[config.mk]
export PLATFORM = sky130hd
export DESIGN_NAME = cmp_share_arbiter
export DESIGN_NICKNAME = d
export VERILOG_FILES = /design/src/rtl/cmp_share_arbiter.sv
export SDC_FILE = /design/constraint.sdc
export NUM_CORES = 1
export LEC_CHECK = 0
export ABC_AREA = 1
export CORE_MARGIN = 1
export CORE_UTILIZATION = 30
export CTS_BUF_LIST = sky130_fd_sc_hd__clkbuf_4 sky130_fd_sc_hd__clkbuf_8
export DETAILED_ROUTE_END_ITERATION = 8
export GPL_TIMING_DRIVEN = 0
export PLACE_DENSITY = 0.58
export SYNTH_ARGS = -nofsm -noshare
export SYNTH_HDL_FRONTEND = slang
export SYNTH_SLANG_ARGS = --single-unit
[constraint.sdc]
create_clock -name clk -period 1.6 [get_ports clk]
set_input_delay 0.48 -clock clk [delete_from_list [all_inputs] [get_ports clk]]
set_output_delay 0.48 -clock clk [all_outputs]
set_load 0.03 [all_outputs]
[src/rtl/cmp_share_arbiter.sv]
// Round-robin arbiter sharing one 4-bit magnitude comparator among NREQ requesters.
// Stage 0 grants and captures operands; stage 1 registers the tagged compare result.

module comparator_4bit (
  input  logic [3:0] a,
  input  logic [3:0] b,
  output logic       lt,
  output logic       eq,
  output logic       gt
);
  assign lt = (a < b);
  assign eq = (a == b);
  assign gt = (a > b);
endmodule

module cmp_share_arbiter #(
  parameter int unsigned NREQ = 4,
  parameter int unsigned IDW  = 2
) (
  input  logic              clk,
  input  logic              rst_n,
  input  logic [NREQ-1:0]   req,
  input  logic [4*NREQ-1:0] a_bus,
  input  logic [4*NREQ-1:0] b_bus,
  output logic [NREQ-1:0]   gnt,
  output logic              res_valid,
  output logic [IDW-1:0]    res_id,
  output logic              lt,
  output logic              eq,
  output logic              gt
);

  localparam int unsigned OPW = 4;

  logic [NREQ-1:0] gnt_q, gnt_d;
  logic [IDW-1:0]  ptr_q, ptr_d;
  logic [OPW-1:0]  opa_q, opa_d, opb_q, opb_d;
  logic            s1_v_q, s1_v_d;
  logic [IDW-1:0]  s1_id_q, s1_id_d;
  logic            res_valid_q, res_valid_d;
  logic [IDW-1:0]  res_id_q, res_id_d;
  logic            lt_q, lt_d, eq_q, eq_d, gt_q, gt_d;

  logic [NREQ-1:0] elig_c;
  logic            found_c;
  logic [IDW-1:0]  win_c;
  logic            cmp_lt, cmp_eq, cmp_gt;

  comparator_4bit u_cmp (
    .a  (opa_q),
    .b  (opb_q),
    .lt (cmp_lt),
    .eq (cmp_eq),
    .gt (cmp_gt)
  );

  // Winner: lowest eligible index >= ptr, else lowest eligible index overall (wrap).
  always_comb begin
    elig_c  = req & ~gnt_q;
    found_c = 1'b0;
    win_c   = '0;
    for (int i = NREQ - 1; i >= 0; i--) begin
      if (elig_c[i]) begin
        found_c = 1'b1;
        win_c   = IDW'(i);
      end
    end
    for (int i = NREQ - 1; i >= 0; i--) begin
      if (elig_c[i] && (IDW'(i) >= ptr_q)) begin
        win_c = IDW'(i);
      end
    end
  end

  always_comb begin
    gnt_d       = '0;
    ptr_d       = ptr_q;
    opa_d       = opa_q;
    opb_d       = opb_q;
    s1_v_d      = found_c;
    s1_id_d     = s1_id_q;
    res_valid_d = s1_v_q;
    res_id_d    = s1_id_q;
    lt_d        = lt_q;
    eq_d        = eq_q;
    gt_d        = gt_q;

    for (int i = 0; i < NREQ; i++) begin
      if (found_c && (win_c == IDW'(i))) begin
        gnt_d[i] = 1'b1;
        opa_d    = a_bus[OPW*i +: OPW];
        opb_d    = b_bus[OPW*i +: OPW];
      end
    end

    if (found_c) begin
      s1_id_d = win_c;
      ptr_d   = (win_c == IDW'(NREQ - 1)) ? '0 : win_c + IDW'(1);
    end

    // Flags hold their last value across idle cycles.
    if (s1_v_q) begin
      lt_d = cmp_lt;
      eq_d = cmp_eq;
      gt_d = cmp_gt;
    end
  end

  always_ff @(posedge clk or negedge rst_n) begin
    if (!rst_n) begin
      gnt_q       <= '0;
      ptr_q       <= '0;
      opa_q       <= '0;
      opb_q       <= '0;
      s1_v_q      <= 1'b0;
      s1_id_q     <= '0;
      res_valid_q <= 1'b0;
      res_id_q    <= '0;
      lt_q        <= 1'b0;
      eq_q        <= 1'b0;
      gt_q        <= 1'b0;
    end else begin
      gnt_q       <= gnt_d;
      ptr_q       <= ptr_d;
      opa_q       <= opa_d;
      opb_q       <= opb_d;
      s1_v_q      <= s1_v_d;
      s1_id_q     <= s1_id_d;
      res_valid_q <= res_valid_d;
      res_id_q    <= res_id_d;
      lt_q        <= lt_d;
      eq_q        <= eq_d;
      gt_q        <= gt_d;
    end
  end

  assign gnt       = gnt_q;
  assign res_valid = res_valid_q;
  assign res_id    = res_id_q;
  assign lt        = lt_q;
  assign eq        = eq_q;
  assign gt        = gt_q;

endmodule

Word level (Yosys, flattened, before mapping)
Cells that the tools add are included.
- register bits: 23
- input bits: 38
- output and inout bits: 10
- logic and storage cells: 59
- add/subtract/negate cells: 1
- magnitude comparators: 6
- eq/ne operators: 4
- mux-type cells: 25
- bitwise gates (word level): 2
- reduce and logical (&&, ||, !) cells: 10
- operators by type and width (cell ; count):
    two-way mux 4 bit ; 8
    two-way mux 2 bit ; 9
    logical AND 1 bit ; 8
    two-way mux 1 bit ; 8
    bitwise AND 4 bit ; 1
    equality test 2 bit (second input constant) ; 2
    equality test 4 bit ; 1
    >= comparator 1 x 2 -> 1 bit (first input constant) ; 2
    >= comparator 2 bit (first input constant) ; 2
    greater-than comparator 4 bit ; 1
    < comparator 4 bit ; 1
    NOT 4 bit ; 1
    nonzero test 4 bit ; 1
    adder 2 x 1 -> 2 bit (second input constant) ; 1
    equality test 2 x 1 -> 1 bit (second input constant) ; 1
    logical NOT 2 bit ; 1

Longest topological paths before layout
- depth after elaboration: 16
- depth in mapped cells: 16
- depth with buffers taken out: 15

Hierarchy
From an unflattened synthesis, not the netlist that was laid out.
- cell total of the unflattened synthesis: 217
- area, all modules: 1634.1 um^2
- modules (own cells, without submodules) (module ; instances ; cells each ; area each (um^2) ; sequential area each (um^2)):
    cmp_share_arbiter ; 1 ; 197 ; 1519.0 ; 575.6
    comparator_4bit ; 1 ; 20 ; 115.1 ; 0.0

Least setup slack after synthesis
No wires, ideal clock.
- kind: reg-to-reg
- start point: register gnt_q[0], in the netlist gnt[0]
- end point: register opa_q[0]
- library setup time: 0.065 ns
- data arrival time: 1.913 ns
- required time: 1.535 ns
- slack: -0.377 ns
- cell stages (with the launch flop): 17
- buffers on the path: 1
- period minus slack after synthesis: 1.977 ns
- cell sequence: dfrtp_1 -> inv_1 -> nand2_2 -> inv_1 -> o21ai_0 -> nand2_1 -> nand2_1 -> nand2_1 -> inv_1 -> ha_1 -> clkbuf_1 -> nand2_2 -> nand2_1 -> inv_1 -> nand2_1 -> nand2_1 -> nand2_1
- longest elaborated chain between the ends: 12
- elaborated cells on any way between the ends: 21
- classes of those cells: 3 x eq/ne; 9 x mux; 2 x bitwise; 7 x reduce/logical
- RTL lines (element ; line ; RTL):
    from (decl) ; 35 ; logic [NREQ-1:0] gnt_q, gnt_d;
    from (signal assigned) ; 123 ; gnt_q <= gnt_d;
    NOT 4 bit * ; 59 ; elig_c = req & ~gnt_q;
    bitwise AND 4 bit * ; 59 ;
    two-way mux 2 bit ; 63 ; if (elig_c[i]) begin
    two-way mux 2 bit (3 in series) ; 69 ; if (elig_c[i] && (IDW'(i) >= ptr_q)) begin
    two-way mux 2 bit * ; 69 ;
    net win_c[0] ; 46 ; logic [IDW-1:0] win_c;
    equality test 2 x 1 -> 1 bit ; 89 ; if (found_c && (win_c == IDW'(i))) begin
    logical AND 1 bit ; 89 ;
    two-way mux 4 bit (3 in series) ; 89 ;
    to (signal assigned) ; 125 ; opa_q <= opa_d;
    to (decl) ; 37 ; logic [OPW-1:0] opa_q, opa_d, opb_q, opb_d;
Mark *: on every way through the listed nets, which the timed path passes. The rest lies on a longest branch.
A chain may end at the register's enable or synchronous reset.

Worst setup path in the final report
- start point: register gnt_q[1], in the netlist gnt[1]
- end point: register opb_q[2]
- longest elaborated chain between the ends: 13
- elaborated cells on any way between the ends: 23
- classes of those cells: 3 x eq/ne; 11 x mux; 2 x bitwise; 7 x reduce/logical
- RTL lines (element ; line ; RTL):
    NOT 4 bit * ; 59 ;
    bitwise AND 4 bit * ; 59 ;
    two-way mux 2 bit (2 in series) ; 63 ;
    two-way mux 2 bit (2 in series) ; 69 ;
    two-way mux 2 bit * (2 in series) ; 69 ;
    net win_c[0] ; 46 ;
    equality test 2 x 1 -> 1 bit ; 89 ;
    logical AND 1 bit ; 89 ;
    two-way mux 4 bit (3 in series) ; 89 ;
    to (signal assigned) ; 126 ; opb_q <= opb_d;
    to (decl) ; 37 ;
Marked as above.

==> run metrics <==
status finished with violations; failing checks setup timing; Critical Path Max Stage Delay 0.41 ns; growth of design area from synthesis to finish 69.5%; Cells after Synth 213; Yosys cell types 20; share of post-route cells with drive strength above 1 32.7%; clock buffer count from CTS 3; initial antenna violation count 0; Yosys reg bits 23; ys flop type dfrtp_1; Commonest cells post-synth nand2_1, inv_1, dfrtp_1; R2R depth 15; CTS tree built; type of element launching the critical path register; first-pass iteration count of the detailed router 4; worst-case vdd ir drop 0.000638 V; Worst setup EP type register; Worst-Skew Late Latency 0.27 ns; R2R Path Start gnt[1]; Die Span Y 73.5 um; vias 1524; r2r endpoint opb_q[2]; Core Util, Final 53.9%; R2R setup slack -0.24 ns; most numerous cell in the Yosys netlist nand2_1; Layout Nets 331; Post-Syn Nets 259; CP Max Fanout 4; Max Cap Violations 0; Num Clock Sinks 23; Final Power 4870 uW; dpl hpwl 2.60 mm; filler instances 476; Critical Path RT 1.78 ns; post-synth top area share 37.6%; antenna-violating nets left 0; Syn Area/Cell 7.19 um^2; Ports 48; Leakage 0.00137 uW; Avg Vias per Cell 4.34; Synth Warn # 0; largest net degree at the start of global routing 24; Area after DPL 0.00215 mm^2; CP Cell Sequence inv_2 > nand2_2 > o21ai_2 > nand2_1 > nand2_1 > nand2_2 > inv_2 > ha_4 > buf_12 > buf_4 > nand3_2 > nand3_2 > nand2_2 > nand2_1 > nand2_1; CP max-delay cell dfrtp_2; IO Port Bufs 47; GRT Util Overall 16.9%; Seq/Total Area, Yosys 37.6%; CP arrival 2.02 ns; cts hold-fix bufs 0; Fin. Hold Viols 0; final worst path period share 115%; cell mode on critical path nand2_1; core box area 0.00482 mm^2; cell taking the most area after synthesis dfrtp_1; PnR worst setup slack -0.245 ns; Layout Skew 0.00658 ns; Post-synth EDFFs 0; ys async rst share 100%; kind of critical path reg2reg; n_diodes 0; Routability Congestion 0.792; Die X 73.5 um; register cell area after layout 579 um^2; top cells by area, synth dfrtp_1, nand2_1, inv_1; synthesized area 0.00153 mm^2; first-pass GRT wire length 6.87 mm; slew margin rel. 32.2%; clk buf depth 2; routed wire length 4.21 mm; drt initial violations 55; Multi-input gate area 968 um^2; crit path time final 1.84 ns; WL/cell 12.0 um; DIE AREA 0.00539 mm^2; root buffer cell clkbuf_8; pre-CTS setup slack -0.782 ns; Design Area, Final 0.00260 mm^2; Tightest Pin Transition 1.02 ns; CTS H-tree lvls 1; final-report max-slew violation count 0; unrepaired setup endpoints after global routing true; pwr dens 1880 mW/mm^2; total gr overflow 0; vias in the first global route 1464; Hold WC Path Type in2async; number of core rows 25; fmax 542 MHz; DR DRC count 0; Clock transition at path regs 0.09 ns; final setup fails 12; Initial Util 31.8%
==> how the worst max path moves through the flow <==
stage,slack [ns],cells past startpoint,end,from
2_1_floorplan,-0.13,15,opa_q[3],gnt[2]
3_3_place_gp,-0.75,16,opa_q[1],req[0]
3_5_place_dp,-0.78,16,opb_q[1],req[0]
4_1_cts,-0.14,15,opb_q[1],gnt[2]
5_1_grt,-0.32,15,opa_q[1],gnt[1]
6_report,-0.24,15,opb_q[2],gnt[1]
==> flip-flops by register name, summed over array words and instances (netlist names) <==
signal / cells
res_valid_d: 1
ptr_q: 2
lt: 1
opa_q: 4
gnt: 4
res_id: 2
res_id_d: 2
opb_q: 4
res_valid: 1
gt: 1
eq: 1
==> metrics by stage <==
| step | hold WS, ns | setup TNS [ns] | cells |
|---|---|---|---|
| after floorplan | 0.184 | -1.03 | 213 |
| after global placement | 0.364 | -12.65 | 327 |
| after detailed placement | 0.370 | -13.28 | 327 |
| after CTS | 0.390 | -0.938 | 346 |
| after global routing | 0.397 | -3.17 | 351 |
| final | 0.368 | -2.23 | 351 |
==> metal layers <==
metal / vias up / share of wire (%) / track usage [%]
met1: 682 / 46 / 20.9
met2: 48 / 47 / 29.8
li1: 784 / - / -
met5: - / 0 / 0
met3: 10 / 3.8 / 1.65
met4: 0 / 2.4 / 7.48
==> critical path: cells and delay by family, from the launching register on <==
| family | cells | cell delay, ns |
|---|---|---|
| and+or+nand+nor | 9 | 0.62 |
| DFF | 1 | 0.41 |
| buffers and inverters | 4 | 0.38 |
| adders and majority gates | 1 | 0.18 |
| AOI/OAI and AO/OA | 1 | 0.15 |
==> power breakdown <==
part	leakage [uW]	switching, uW	internal (uW)
Combinational	0.00107	1930	1560
Sequential	0.000268	140	871
Clock	0.0000255	204	175
Total	0.00137	2270	2600
==> cell usage in the layout (no fill, tap or decap), types with 2 or more instances in the layout <==
cell type | Yosys | routed
nor2_1 | 2 | 2
a21oi_2 | 0 | 5
dfrtp_1 | 23 | 20
clkdlybuf4s50_1 | 0 | 32
buf_12 | 1 | 4
nand3_2 | 7 | 22
o21ai_0 | 5 | 4
nand2_1 | 66 | 58
dfrtp_2 | 0 | 3
nand2_4 | 2 | 5
nand3_1 | 21 | 5
inv_1 | 50 | 45
clkbuf_8 | 0 | 3
dlygate4sd2_1 | 0 | 12
nand2_8 | 0 | 4
ha_4 | 0 | 3
buf_4 | 2 | 12
inv_4 | 0 | 3
ha_1 | 8 | 4
o21ai_4 | 0 | 2
a21oi_1 | 9 | 4
nand2_2 | 6 | 9
inv_2 | 4 | 6
buf_6 | 2 | 7
==> layout make-up <==
cell class	instances	share of cell area (%)
Tap cell	67	3.23
Buffer	4	2.27
Sequential cell	23	22.3
Multi-Input combinational cell	133	37.3
Clock buffer	3	1.59
Timing Repair Buffer	66	25.0
Clock inverter	1	0.193
Inverter	54	8.10
==> cells by family (layout without fill, tap and decap cells) <==
family,count (synthesis),count (layout),synth area share (%)
AO/OA/AOI/OAI,18,19,6.62
flip-flops,23,23,37.6
adder cells (fa/ha/maj),8,8,6.54
AND/OR/NAND/NOR,104,106,32.0
buffers and inverters,60,128,17.2
==> timing repair <==
action / in CTS / in global routing
cloned: 4 / 0
buffers inserted: 13 / 5
resized for setup: 61 / 16
pin swaps: 21 / 8
endpoints found under the setup margin: 22 / 36
Note: power is estimated with default switching activity, not from simulation.
